[src/rtl/mem_arbiter_rr.sv]
// N-client arbiter for the shared memory port.
// Round-robin grant with an optional sticky-priority client, strobe/busy handshake and a busy-timeout abort.
module mem_arbiter_rr #(
  parameter int unsigned NUM_CLIENTS = 4,
  parameter int unsigned ADDR_W      = 32,
  parameter int unsigned DATA_W      = 32,
  parameter int unsigned PRIO_CLIENT = 0,
  parameter int unsigned TIMEOUT     = 255
) (
  input  logic                             clk,
  input  logic                             rst,
  input  logic                             prio_en,
  input  logic [NUM_CLIENTS-1:0]           req,
  input  logic [NUM_CLIENTS-1:0]           we,
  input  logic [NUM_CLIENTS*ADDR_W-1:0]    adr,
  input  logic [NUM_CLIENTS*DATA_W-1:0]    wdata,
  input  logic [NUM_CLIENTS*DATA_W/8-1:0]  sel,
  output logic [NUM_CLIENTS-1:0]           ack,
  output logic [NUM_CLIENTS-1:0]           err,
  output logic [DATA_W-1:0]                rdata,
  output logic [$clog2(NUM_CLIENTS)-1:0]   grant_id,
  output logic                             busy,
  input  logic                             mem_busy,
  input  logic [DATA_W-1:0]                data_from_mem,
  output logic                             mem_read,
  output logic                             mem_write,
  output logic [ADDR_W-1:0]                adr_to_mem,
  output logic [DATA_W-1:0]                data_to_mem,
  output logic [DATA_W/8-1:0]              sel_to_mem
);

  localparam int unsigned IDW = $clog2(NUM_CLIENTS);
  localparam int unsigned CW  = IDW + 1;
  localparam int unsigned SW  = DATA_W / 8;
  localparam int unsigned TW  = $clog2(TIMEOUT + 1);

  typedef enum logic [1:0] {
    S_IDLE,
    S_ISSUE,
    S_SETTLE,
    S_WAIT
  } state_t;

  state_t          state;
  logic [IDW-1:0]  rr_ptr;
  logic [TW-1:0]   tcnt;
  logic            we_h;

  logic            found;
  logic [IDW-1:0]  pick;
  logic [CW-1:0]   cand;

  logic [ADDR_W-1:0] adr_a   [NUM_CLIENTS];
  logic [DATA_W-1:0] wdata_a [NUM_CLIENTS];
  logic [SW-1:0]     sel_a   [NUM_CLIENTS];

  // Unpack the flat client buses so the winner can be selected by index
  for (genvar g = 0; g < NUM_CLIENTS; g++) begin : g_unpack
    assign adr_a[g]   = adr[g*ADDR_W +: ADDR_W];
    assign wdata_a[g] = wdata[g*DATA_W +: DATA_W];
    assign sel_a[g]   = sel[g*SW +: SW];
  end

  // Winner selection: sticky priority first, otherwise first requester after rr_ptr
  always_comb begin
    found = 1'b0;
    pick  = '0;
    cand  = '0;
    if (prio_en && req[IDW'(PRIO_CLIENT)]) begin
      found = 1'b1;
      pick  = IDW'(PRIO_CLIENT);
    end else begin
      for (int unsigned i = 1; i <= NUM_CLIENTS; i++) begin
        cand = {1'b0, rr_ptr} + CW'(i);
        if (cand >= CW'(NUM_CLIENTS)) cand = cand - CW'(NUM_CLIENTS);
        if (!found && req[cand[IDW-1:0]]) begin
          found = 1'b1;
          pick  = cand[IDW-1:0];
        end
      end
    end
  end

  logic timeout_hit;
  assign timeout_hit = mem_busy && (tcnt == TW'(TIMEOUT - 1));

  always_ff @(posedge clk or posedge rst) begin
    if (rst) begin
      state       <= S_IDLE;
      rr_ptr      <= IDW'(NUM_CLIENTS - 1);
      tcnt        <= '0;
      we_h        <= 1'b0;
      ack         <= '0;
      err         <= '0;
      rdata       <= '0;
      grant_id    <= '0;
      busy        <= 1'b0;
      mem_read    <= 1'b0;
      mem_write   <= 1'b0;
      adr_to_mem  <= '0;
      data_to_mem <= '0;
      sel_to_mem  <= '0;
    end else begin
      ack <= '0;
      err <= '0;
      case (state)
        S_IDLE: begin
          if (found) begin
            state       <= S_ISSUE;
            busy        <= 1'b1;
            grant_id    <= pick;
            rr_ptr      <= pick;
            we_h        <= we[pick];
            mem_read    <= ~we[pick];
            mem_write   <= we[pick];
            adr_to_mem  <= adr_a[pick];
            data_to_mem <= we[pick] ? wdata_a[pick] : '0;
            sel_to_mem  <= sel_a[pick];
          end
        end
        S_ISSUE: begin
          mem_read  <= 1'b0;
          mem_write <= 1'b0;
          state     <= S_SETTLE;
        end
        S_SETTLE: begin
          state <= S_WAIT;
        end
        S_WAIT: begin
          if (!mem_busy || timeout_hit) begin
            // Completion (or abort) returns to IDLE with the ack in the following cycle
            ack[grant_id] <= 1'b1;
            if (mem_busy) err[grant_id] <= 1'b1;
            else if (!we_h) rdata <= data_from_mem;
            state       <= S_IDLE;
            busy        <= 1'b0;
            grant_id    <= '0;
            tcnt        <= '0;
            adr_to_mem  <= '0;
            data_to_mem <= '0;
            sel_to_mem  <= '0;
          end else begin
            tcnt <= tcnt + TW'(1);
          end
        end
        default: state <= S_IDLE;
      endcase
    end
  end

endmodule

[config.mk]
export PLATFORM = sky130hd
export DESIGN_NAME = mem_arbiter_rr
export DESIGN_NICKNAME = d
export VERILOG_FILES = /design/src/rtl/mem_arbiter_rr.sv
export SDC_FILE = /design/constraint.sdc
export NUM_CORES = 1
export LEC_CHECK = 0
export CORE_AREA = 2 2 166 168
export CTS_CLUSTER_SIZE = 14
export DETAILED_ROUTE_END_ITERATION = 10
export DIE_AREA = 0 0 168 170
export PLACE_DENSITY = 0.6
export SYNTH_ARGS = -nofsm -noshare
export SYNTH_HDL_FRONTEND = slang
export SYNTH_SLANG_ARGS = --single-unit
[constraint.sdc]
create_clock -name clk -period 5.2 [get_ports clk]
set_input_delay 0.78 -clock clk [delete_from_list [all_inputs] [get_ports clk]]
set_output_delay 0.78 -clock clk [all_outputs]
set_load 0.03 [all_outputs]
==> run metrics, run 1 <==
Avg Vias per Cell=between 4 and 5; FF-to-FF path depth=7; Synth area leaders=dfrtp_1, nand2_1, a32o_1, nand3_1, mux2_2; TritonRoute pass-1 iters=4; critical path arrival=3.66 ns; DPL Wire Length=21230 um; Tmin final=3.352 ns; # DRC=0; die height=170 um; drt first-iter violations=between 300 and 400; cell area after layout=12150 um^2; Switch Pwr=between 2 and 3 mW; utilization after layout=45.57%; Diodes inserted=0; FILL cells=around 2700; Async SR Flop Fraction=100.0%; drt wl/cell=about 19 um; Reg area=3156 um^2; Post-CTS Resized=0; Port Buf Inserts=428; FF-to-FF setup slack=2.15 ns; Lkg Pwr=5.103 nW; Setup Skew=0.02120 ns; setup violators final=0; startpoint types=input pin; Slew headroom=17.71%; Yosys top cell area share=between 40% and 50%; grt total ovfl=0; Crit. End Element=flip-flop; die area=roughly 29000 um^2; post-CTS setup buffer count=0; CTS root buf=clkbuf_16; Clock Sinks=~130; synthesized area per cell=8.590 um^2; Commonest cells post-synth=nand2_1, nand3_1, dfrtp_1, a32o_1, clkbuf_1; combinational share of power=57.0%; Min-Delay Path Class=flip-flop to flip-flop; # placed instances=around 1500; WP data required=5.51 ns; Layout Cells excl Fill=1559; Fin Hold WS=0.4878 ns; row count=60; most common cell in the netlist=nand2_1; register area share after synthesis=45.08%; Internal=around 3.7 mW; Max clock buf depth=2; Total Neg Setup Slack=0 ns; core area=26650 um^2; clk slew on worst S/H paths=0.07 ns; yosys warns=0; worst vdd ir=0.3303 mV; Placed Area=11550 um^2; outcome=finished, final reports clean; Synth cell types=46; Top cell by count, worst path=buf_4; worst-margin pin slew=1.231 ns; detailed-route wire length=29210 um; CP max FO=41; clock latency on the worst-skew pair=0.42 ns; post-route ant nets=0; Cells after Synth=around 820; R2R Path End=sel_to_mem[0]; Largest delay share family, worst path=buffers and inverters; Initial Util=26.27%; initial antenna violation count=1; Global Route Usage Sum=20.05%; vias in the first global route=7587; critical path's largest stage delay=0.66 ns; MaxCap Viol Count=0; Cells on Worst Hold Path=1; CP cell instances=clkdlybuf4s50_1 > or3b_1 > a21oi_1 > o311ai_4 > buf_4 > a211oi_2 > a2111oi_4 > buf_4 > a32o_1; CP max-delay cell=clkdlybuf4s50_1; R2R Path Start=rr_ptr[1]; clock share of power=18.5%; global-route wire length before repair=43900 um; Crit Path Class=input pin to flip-flop; Num CTS Buffers=17; CTS tree=done; Final Hold Vio Count=0; Nets=1528; Buf/Inv on CP=3; Tcrit/Tclk final=64.46%; Top FF cell, synth=dfrtp_1; CTS H-tree depth=4; die extent in x=168 um; GPL Wtd Cong=0.7869; Min-Delay Endpoint=adr_to_mem[4]; RSZ-0062 raised after global routing=false; max-slew violations=0; multi-input logic area=3532 um^2; area leader, netlist=dfrtp_1; Seq cells post-synth=126; FMAX=298.4 MHz; cts hold-fix bufs=0; Sequential Power Share=24.5%; Switching Share=44.57%; EDFF count, synth=0; IO Count=429; Pwr Density=between 500 and 600 nW/um^2; Area growth syn-to-layout=73.49%; DR vias=7584; mapped cell area=7000 um^2; layout cell share with drive strength beyond 1=7.553%; syn_nets=1138; Worst Hold Launch=adr_to_mem[4]; pin count of the biggest net entering global routing=about 100; CP startpoint=req[0]
## registers in the layout (all words and copies together) (netlist names), 2 cells and up
signal,count
adr_to_mem,32
data_to_mem,32
rdata,32
tcnt,8
ack,4
err,4
sel_to_mem,4
grant_id,2
rr_ptr,2
state,2
## kinds of logic (layout without fill, tap and decap cells)
logic type                 after synthesis  count (layout)  synth area share (%)
AOI/OAI and AO/OA                       95              95                 13.32
muxes                                   41              41                 6.488
and+or+nand+nor                        460             460                 28.11
buffers and inverters                   80             483                 5.005
adders and majority gates                7               7                 1.251
DFF                                    126             126                 45.08
xor gates and xnor gates                 6               6                0.7507
## power by group through the flow
stage               sequential (mW)  combinational, mW  clock [mW]
finish                         1.63               3.79        1.23
global placement               1.63               3.80           0
floorplan                      2.33               1.62           0
global route                   1.69               4.08        1.31
CTS                            1.64               3.84        1.27
detailed placement             1.65               3.83           0
## per-layer routing
layer  global-route usage, %  share of wire (%)  vias up
li1                        -                  -     3630
met1                   23.48                 41     3642
met2                   35.75                 51      285
met3                   6.163                7.0       25
met4                   5.066                1.5        2
met5                       0              0.045        -
## per-stage QoR
stage | total power, mW | setup slack [ns]
floorplan | 3.943 | 1.067
global placement | 5.436 | 1.478
detailed placement | 5.476 | 1.426
CTS | 6.742 | 1.864
global route | 7.082 | 1.628
finish | 6.648 | 1.848
## cell type report
type | instances | share of cell area (%)
timing repair buffer | 440 | 36.12
clock inverter | 15 | 1.422
multi-input combinational | 609 | 29.08
tap | 341 | 3.513
sequential | 126 | 25.98
clock buffer | 17 | 3.503
inverter | 11 | 0.3812
## how the worst max path moves through the flow
stage	end	slack, ns	depth (start not counted)
finish	data_to_mem[26]	1.85	9
floorplan	ack[0]	1.07	1
global route	data_to_mem[26]	1.63	9
detailed placement	data_to_mem[26]	1.43	9
CTS	sel_to_mem[0]	1.86	8
global placement	data_to_mem[22]	1.48	9
## cell usage in the layout (no fill, tap or decap), types with 3 or more instances in the layout
| cell type | n |
|---|---|
| and3_1 | 3 |
| a21oi_1 | 3 |
| inv_8 | 3 |
| o21ai_1 | 3 |
| clkbuf_16 | 17 |
| nand2_1 | 284 |
| clkdlybuf4s50_1 | 428 |
| ha_1 | 7 |
| inv_6 | 6 |
| nand3_1 | 136 |
| dfrtp_1 | 124 |
| nor3_1 | 5 |
| a32o_1 | 68 |
| mux2_2 | 35 |
| nor2_1 | 12 |
| nand4_1 | 3 |
| nor3b_1 | 3 |
| buf_4 | 11 |
| inv_1 | 10 |
| a22o_1 | 3 |
| xor2_1 | 4 |
| mux2i_1 | 6 |
## worst register-to-register path: stages, from the launching register on
cell and delay [ns]:
dfstp_2 0.68, mux2i_1 0.28, o22a_1 0.25, nand2_1 0.12, nand2_2 0.66, buf_4 0.51, nand3_1 0.16, a32o_1 0.29
No activity file was read; power rests on OpenSTA's default activity.
==> run 2: changes to the inputs <==
CORE_AREA = 2 2 165 167   (was 2 2 166 168)
DIE_AREA = 0 0 167 169   (was 0 0 168 170)
PLACE_DENSITY = 0.63   (was 0.6)
clock period = 3 ns   (was 5.2 ns; I/O delays follow)
==> run metrics, run 2 (synthesized netlist as in run 1, its figures left out) <==
Lkg Pwr=5.246 nW (+2.8%); FILL cells=2524 (-5.8%); post-route ant nets=0 (unchanged); outcome=finished, final reports clean; Slew headroom=48.95% (+31 points); CP max-delay cell=clkdlybuf4s50_1; CTS tree=done; worst-margin pin slew=0.7657 ns (-0.4657 ns); clk slew on worst S/H paths=0.06 ns (about the same); # DRC=0 (unchanged); cts hold-fix bufs=0 (unchanged); detailed-route wire length=27620 um (-5.4%); CP max FO=32 (-22%); Num CTS Buffers=17 (unchanged); CP cell instances=clkdlybuf4s50_1 > buf_4 > nor2_1 > o22a_1 > o311ai_4 > a211oi_2 > a2111oi_4 > buf_12 > a32o_1; post-CTS setup buffer count=0 (unchanged); Reg area=3156 um^2 (unchanged); commonest non-fill, non-tap cell in the layout=clkdlybuf4s50_1; Crit. End Element=flip-flop; Total Neg Setup Slack=0 ns (unchanged); die extent in x=167 um (-0.60%); core area=26500 um^2 (-0.56%); utilization after layout=47.10% (+1.5 points); grt total ovfl=0 (unchanged); WP data required=3.35 ns (-2.16 ns); global-route wire length before repair=42590 um (-3.0%); Tmin final=about 2.5 ns; Min-Delay Path Class=input pin to async pin; Clock Sinks=126 (unchanged); layout cell share with drive strength beyond 1=8.448% (+0.90 points); critical path arrival=2.86 ns (-0.80 ns); FMAX=398.3 MHz; CTS H-tree depth=4 (unchanged); Final Hold Vio Count=0 (unchanged); Layout Cells excl Fill=1575 (+1.0%); Initial Util=26.42% (+0.15 points); DPL Wire Length=20020 um (-5.7%); multi-input logic area=3532 um^2 (unchanged); vias in the first global route=7683 (+1.3%); MaxCap Viol Count=0 (unchanged); GPL Wtd Cong=0.8366 (+6.3%); row count=60 (unchanged); Max clock buf depth=2 (unchanged); drt first-iter violations=429 (+9.4%); Global Route Usage Sum=19.17% (-0.88 points); TritonRoute pass-1 iters=5 (+1); startpoint types=input pin; Area growth syn-to-layout=78.30%; most frequent cells in the layout=clkdlybuf4s50_1, nand2_1, nand3_1; Post-CTS Resized=0 (unchanged); Avg Vias per Cell=4.816 (-1.0%); cell area after layout=12480 um^2 (+2.8%); CTS root buf=clkbuf_16; drt wl/cell=17.54 um (-6.4%); die height=169 um (-0.59%); clock latency on the worst-skew pair=0.41 ns (about the same); Placed Area=11830 um^2 (+2.5%); Crit Path Class=input pin to flip-flop; Largest regs=adr_to_mem: 32 flops, data_to_mem: 32 flops, rdata: 32 flops; Port Buf Inserts=428 (unchanged); DR vias=7585 (+0.013%); IO Count=429 (unchanged); Tcrit/Tclk final=83.70%; die area=28220 um^2 (-1.2%); max-slew violations=0 (unchanged); Nets=1541 (+0.85%); Setup Skew=0.01106 ns (-0.01014 ns); pin count of the biggest net entering global routing=83 (-19%); # placed instances=1540 (+0.85%); critical path's largest stage delay=0.58 ns (-0.08 ns); initial antenna violation count=3 (+2); setup violators final=0 (unchanged); RSZ-0062 raised after global routing=false; Pwr Density=962.1 nW/um^2 (+76%); worst vdd ir=0.5707 mV (+73%)
==> run 2: changes by cell type in the layout (fill, tap and decap cells not counted), sizes merged, moves of 2 or more <==
cell / delta
buf: +13
clkinv: -3
diode: +3
bufinv: +2
clkbuf: +2
inv: -2
==> run 2: critical path, delay by kind of cell <==
kind	cells	cell delay, ns
AO/OA/AOI/OAI	5	1.36
buffers and inverters	3	0.99
AND/OR/NAND/NOR	1	0.04
==> run 2: final cells by class <==
type / count / area share [%]
well taps: 341 / 3.418
clock inverters: 13 / 1.604
diodes: 3 / 0.06014
clock buffers: 19 / 3.549
inverters: 11 / 0.3609
flip-flops and latches: 126 / 25.28
multi-input cells: 609 / 28.30
repair buffers: 453 / 37.43
==> run 2: where the power goes <==
group	switching, mW	total (mW)	leakage [nW]	internal, mW
Combinational	3.86	6.89	3.31	3.03
Sequential	0.412	2.82	1.62	2.41
Clock	0.856	2.29	0.312	1.44
Total	5.13	12.0	5.25	6.88
==> run 2: path summary, 6_finish.rpt <==
check / startpoint / endpoint / slack [ns] / cells past startpoint
max: req[1] / data_to_mem[22] / 0.49 / 9
min: rst / adr_to_mem[11] / 0.47 / 3
max reg2reg: rr_ptr[1] / data_to_mem[22] / 0.53 / 7
min reg2reg: busy / busy / 0.48 / 1
max in group asynchronous: rst / data_to_mem[6] / 1.81 / 3
min in group clk: busy / busy / 0.48 / 1
==> run 2: metrics by stage <==
stage	hold WS (ns)	worst slack (ns)	total power, mW
2_1_floorplan	0.4806	0.6980	6.835
3_3_place_gp	0.4606	0.1226	9.727
3_5_place_dp	0.4684	0.08347	9.804
4_1_cts	0.4879	0.5128	12.17
5_1_grt	0.5052	0.3629	12.77
6_report	0.4738	0.4890	12.01
==> run 2: routing by layer <==
layer	up-vias	GRT usage, %	routed length, um
li1	3660	-	-
met1	3598	23.28	11290
met2	298	32.26	13590
met3	29	6.149	2204
met4	0	6.297	539
met5	-	0	0
==> run 3: changes to the inputs <==
CORE_AREA = 2 2 166 168   (was 2 2 165 167)
DIE_AREA = 0 0 168 170   (was 0 0 167 169)
PLACE_DENSITY = 0.6   (was 0.63)
clock period = 2.55 ns   (was 3 ns; I/O delays follow)
==> run metrics, run 3 (synthesized netlist as in run 1, its figures left out) <==
drt wl/cell=18.60 um (+6.1%); detailed-route wire length=29770 um (+7.8%); most frequent cells in the layout=clkdlybuf4s50_1, nand2_1, nand3_1; Tcrit/Tclk final=96.94%; IO Count=429 (unchanged); Worst Hold Launch=busy; startpoint types=input pin; pin count of the biggest net entering global routing=127 (+53%); Sequential Power Share=23.1% (-0.4 points); WP data required=2.85 ns (-0.50 ns); CP max FO=16 (-50%); cts hold-fix bufs=0 (unchanged); Area growth syn-to-layout=81.39%; Pwr Density=1131 nW/um^2 (+18%); TritonRoute pass-1 iters=5 (unchanged); Switching Share=43.92% (+1.2 points); global-route wire length before repair=43600 um (+2.4%); DR vias=7792 (+2.7%); Global Route Usage Sum=19.72% (+0.55 points); die height=170 um (+0.59%); clk slew on worst S/H paths=0.06 ns (about the same); Final Hold Vio Count=0 (unchanged); drt first-iter violations=500 (+17%); Crit Path Class=input pin to flip-flop; core area=26650 um^2 (+0.57%); Largest regs=adr_to_mem: 32 flops, data_to_mem: 32 flops, rdata: 32 flops; Internal=8.054 mW (+17%); Crit. End Element=flip-flop; CP startpoint=req[3]; worst-margin pin slew=0.7512 ns (-0.01449 ns); Tmin final=~2.5 ns; Port Buf Inserts=428 (unchanged); max-slew violations=0 (unchanged); Diodes inserted=0 (-3); Min-Delay Path Class=flip-flop to flip-flop; row count=60 (unchanged); clock share of power=16.8% (-2.3 points); Initial Util=26.27% (-0.15 points); Max clock buf depth=2 (unchanged); MaxCap Viol Count=0 (unchanged); die area=28560 um^2 (+1.2%); critical path arrival=2.77 ns (-0.09 ns); DPL Wire Length=21220 um (+6.0%); CTS H-tree depth=4 (unchanged); setup violators final=0 (unchanged); CTS root buf=clkbuf_16; R2R Path Start=rr_ptr[1]; post-route ant nets=0 (unchanged); FMAX=404.5 MHz; outcome=finished, final reports clean; combinational share of power=60.1% (+2.7 points); utilization after layout=47.65% (+0.55 points); layout cell share with drive strength beyond 1=10.80% (+2.4 points); initial antenna violation count=0 (-3); clock latency on the worst-skew pair=0.42 ns (about the same); Lkg Pwr=5.381 nW (+2.6%); die extent in x=168 um (+0.60%); vias in the first global route=7653 (-0.39%); RSZ-0062 raised after global routing=false; CTS tree=done; Setup Skew=0.01807 ns (+0.007010 ns); Power Total=14.36 mW (+20%); Nets=1569 (+1.8%); commonest non-fill, non-tap cell in the layout=clkdlybuf4s50_1; worst vdd ir=0.4715 mV (-17%); # DRC=0 (unchanged); Switch Pwr=6.308 mW (+23%); Num CTS Buffers=17 (unchanged); grt total ovfl=0 (unchanged); FILL cells=2577 (+2.1%); GPL Wtd Cong=0.8485 (+1.4%); Slew headroom=49.92% (+0.97 points); Avg Vias per Cell=4.870 (+1.1%); Clock Sinks=126 (unchanged)
run 3: area by class of cell:
type                       count  area [um^2]  share of cell area (%)
multi-input combinational    610         3565                   28.07
tap                          341        426.7                   3.360
sequential                   126         3156                   24.85
timing repair buffer         480         4933                   38.85
clock buffer                  17        425.4                   3.350
clock inverter                15        147.6                   1.163
inverter                      11        45.04                  0.3547
run 3: critical path: stages:
cell             delay, ns
clkdlybuf4s50_1       0.67
a21bo_2               0.27
a21o_1                0.21
a21oi_4               0.15
mux2i_1               0.37
a2111oi_4             0.12
buf_4                 0.18
clkbuf_16             0.19
a32o_1                0.23
run 3: power groups by stage:
stage | Combinational (mW) | Sequential [mW] | Clock (mW)
4_1_cts | 8.44 | 3.33 | 2.49
3_5_place_dp | 8.41 | 3.36 | 0
2_1_floorplan | 3.30 | 4.74 | 0
5_1_grt | 9.24 | 3.44 | 2.57
6_report | 8.64 | 3.32 | 2.41
3_3_place_gp | 8.35 | 3.32 | 0
run 3: path summary, 6_finish.rpt:
path                                   endpoint  slack, ns  depth (start not counted)
worst min register to register             busy       0.48                          1
worst max register to register  data_to_mem[31]       0.09                         10
max in group asynchronous        adr_to_mem[30]       1.46                          3
worst max-delay path            data_to_mem[31]       0.08                          9
worst min-delay path                       busy       0.48                          1
min in group asynchronous             rdata[16]       0.51                          3
run 3: repair_timing:
item,in CTS,in global routing
cloned,0,3
pin swaps,0,2
gates resized for setup,1,10
buffers inserted,0,4
setup endpoints to repair,3,73
run 3: per-stage QoR:
stage | cell area (um^2) | hold slack, ns | setup TNS, ns | instances | setup WS (ns)
2_1_floorplan | 7004 | 0.4806 | 0 | 815 | 0.2699
3_3_place_gp | 12000 | 0.4586 | -23.40 | 1561 | -0.4122
3_5_place_dp | 12000 | 0.4656 | -24.77 | 1561 | -0.4863
4_1_cts | 12580 | 0.4804 | 0 | 1593 | 0.02953
5_1_grt | 12700 | 0.5031 | 0 | 1600 | 0.003843
6_report | 12700 | 0.4777 | 0 | 1600 | 0.07800
run 3: per-layer routing:
metal | GRT usage, % | vias to the layer above | wire (um)
li1 | - | 3720 | -
met1 | 23.36 | 3730 | 12330
met2 | 35.02 | 313 | 14800
met3 | 5.651 | 29 | 2151
met4 | 5.217 | 0 | 486
met5 | 0 | - | 0
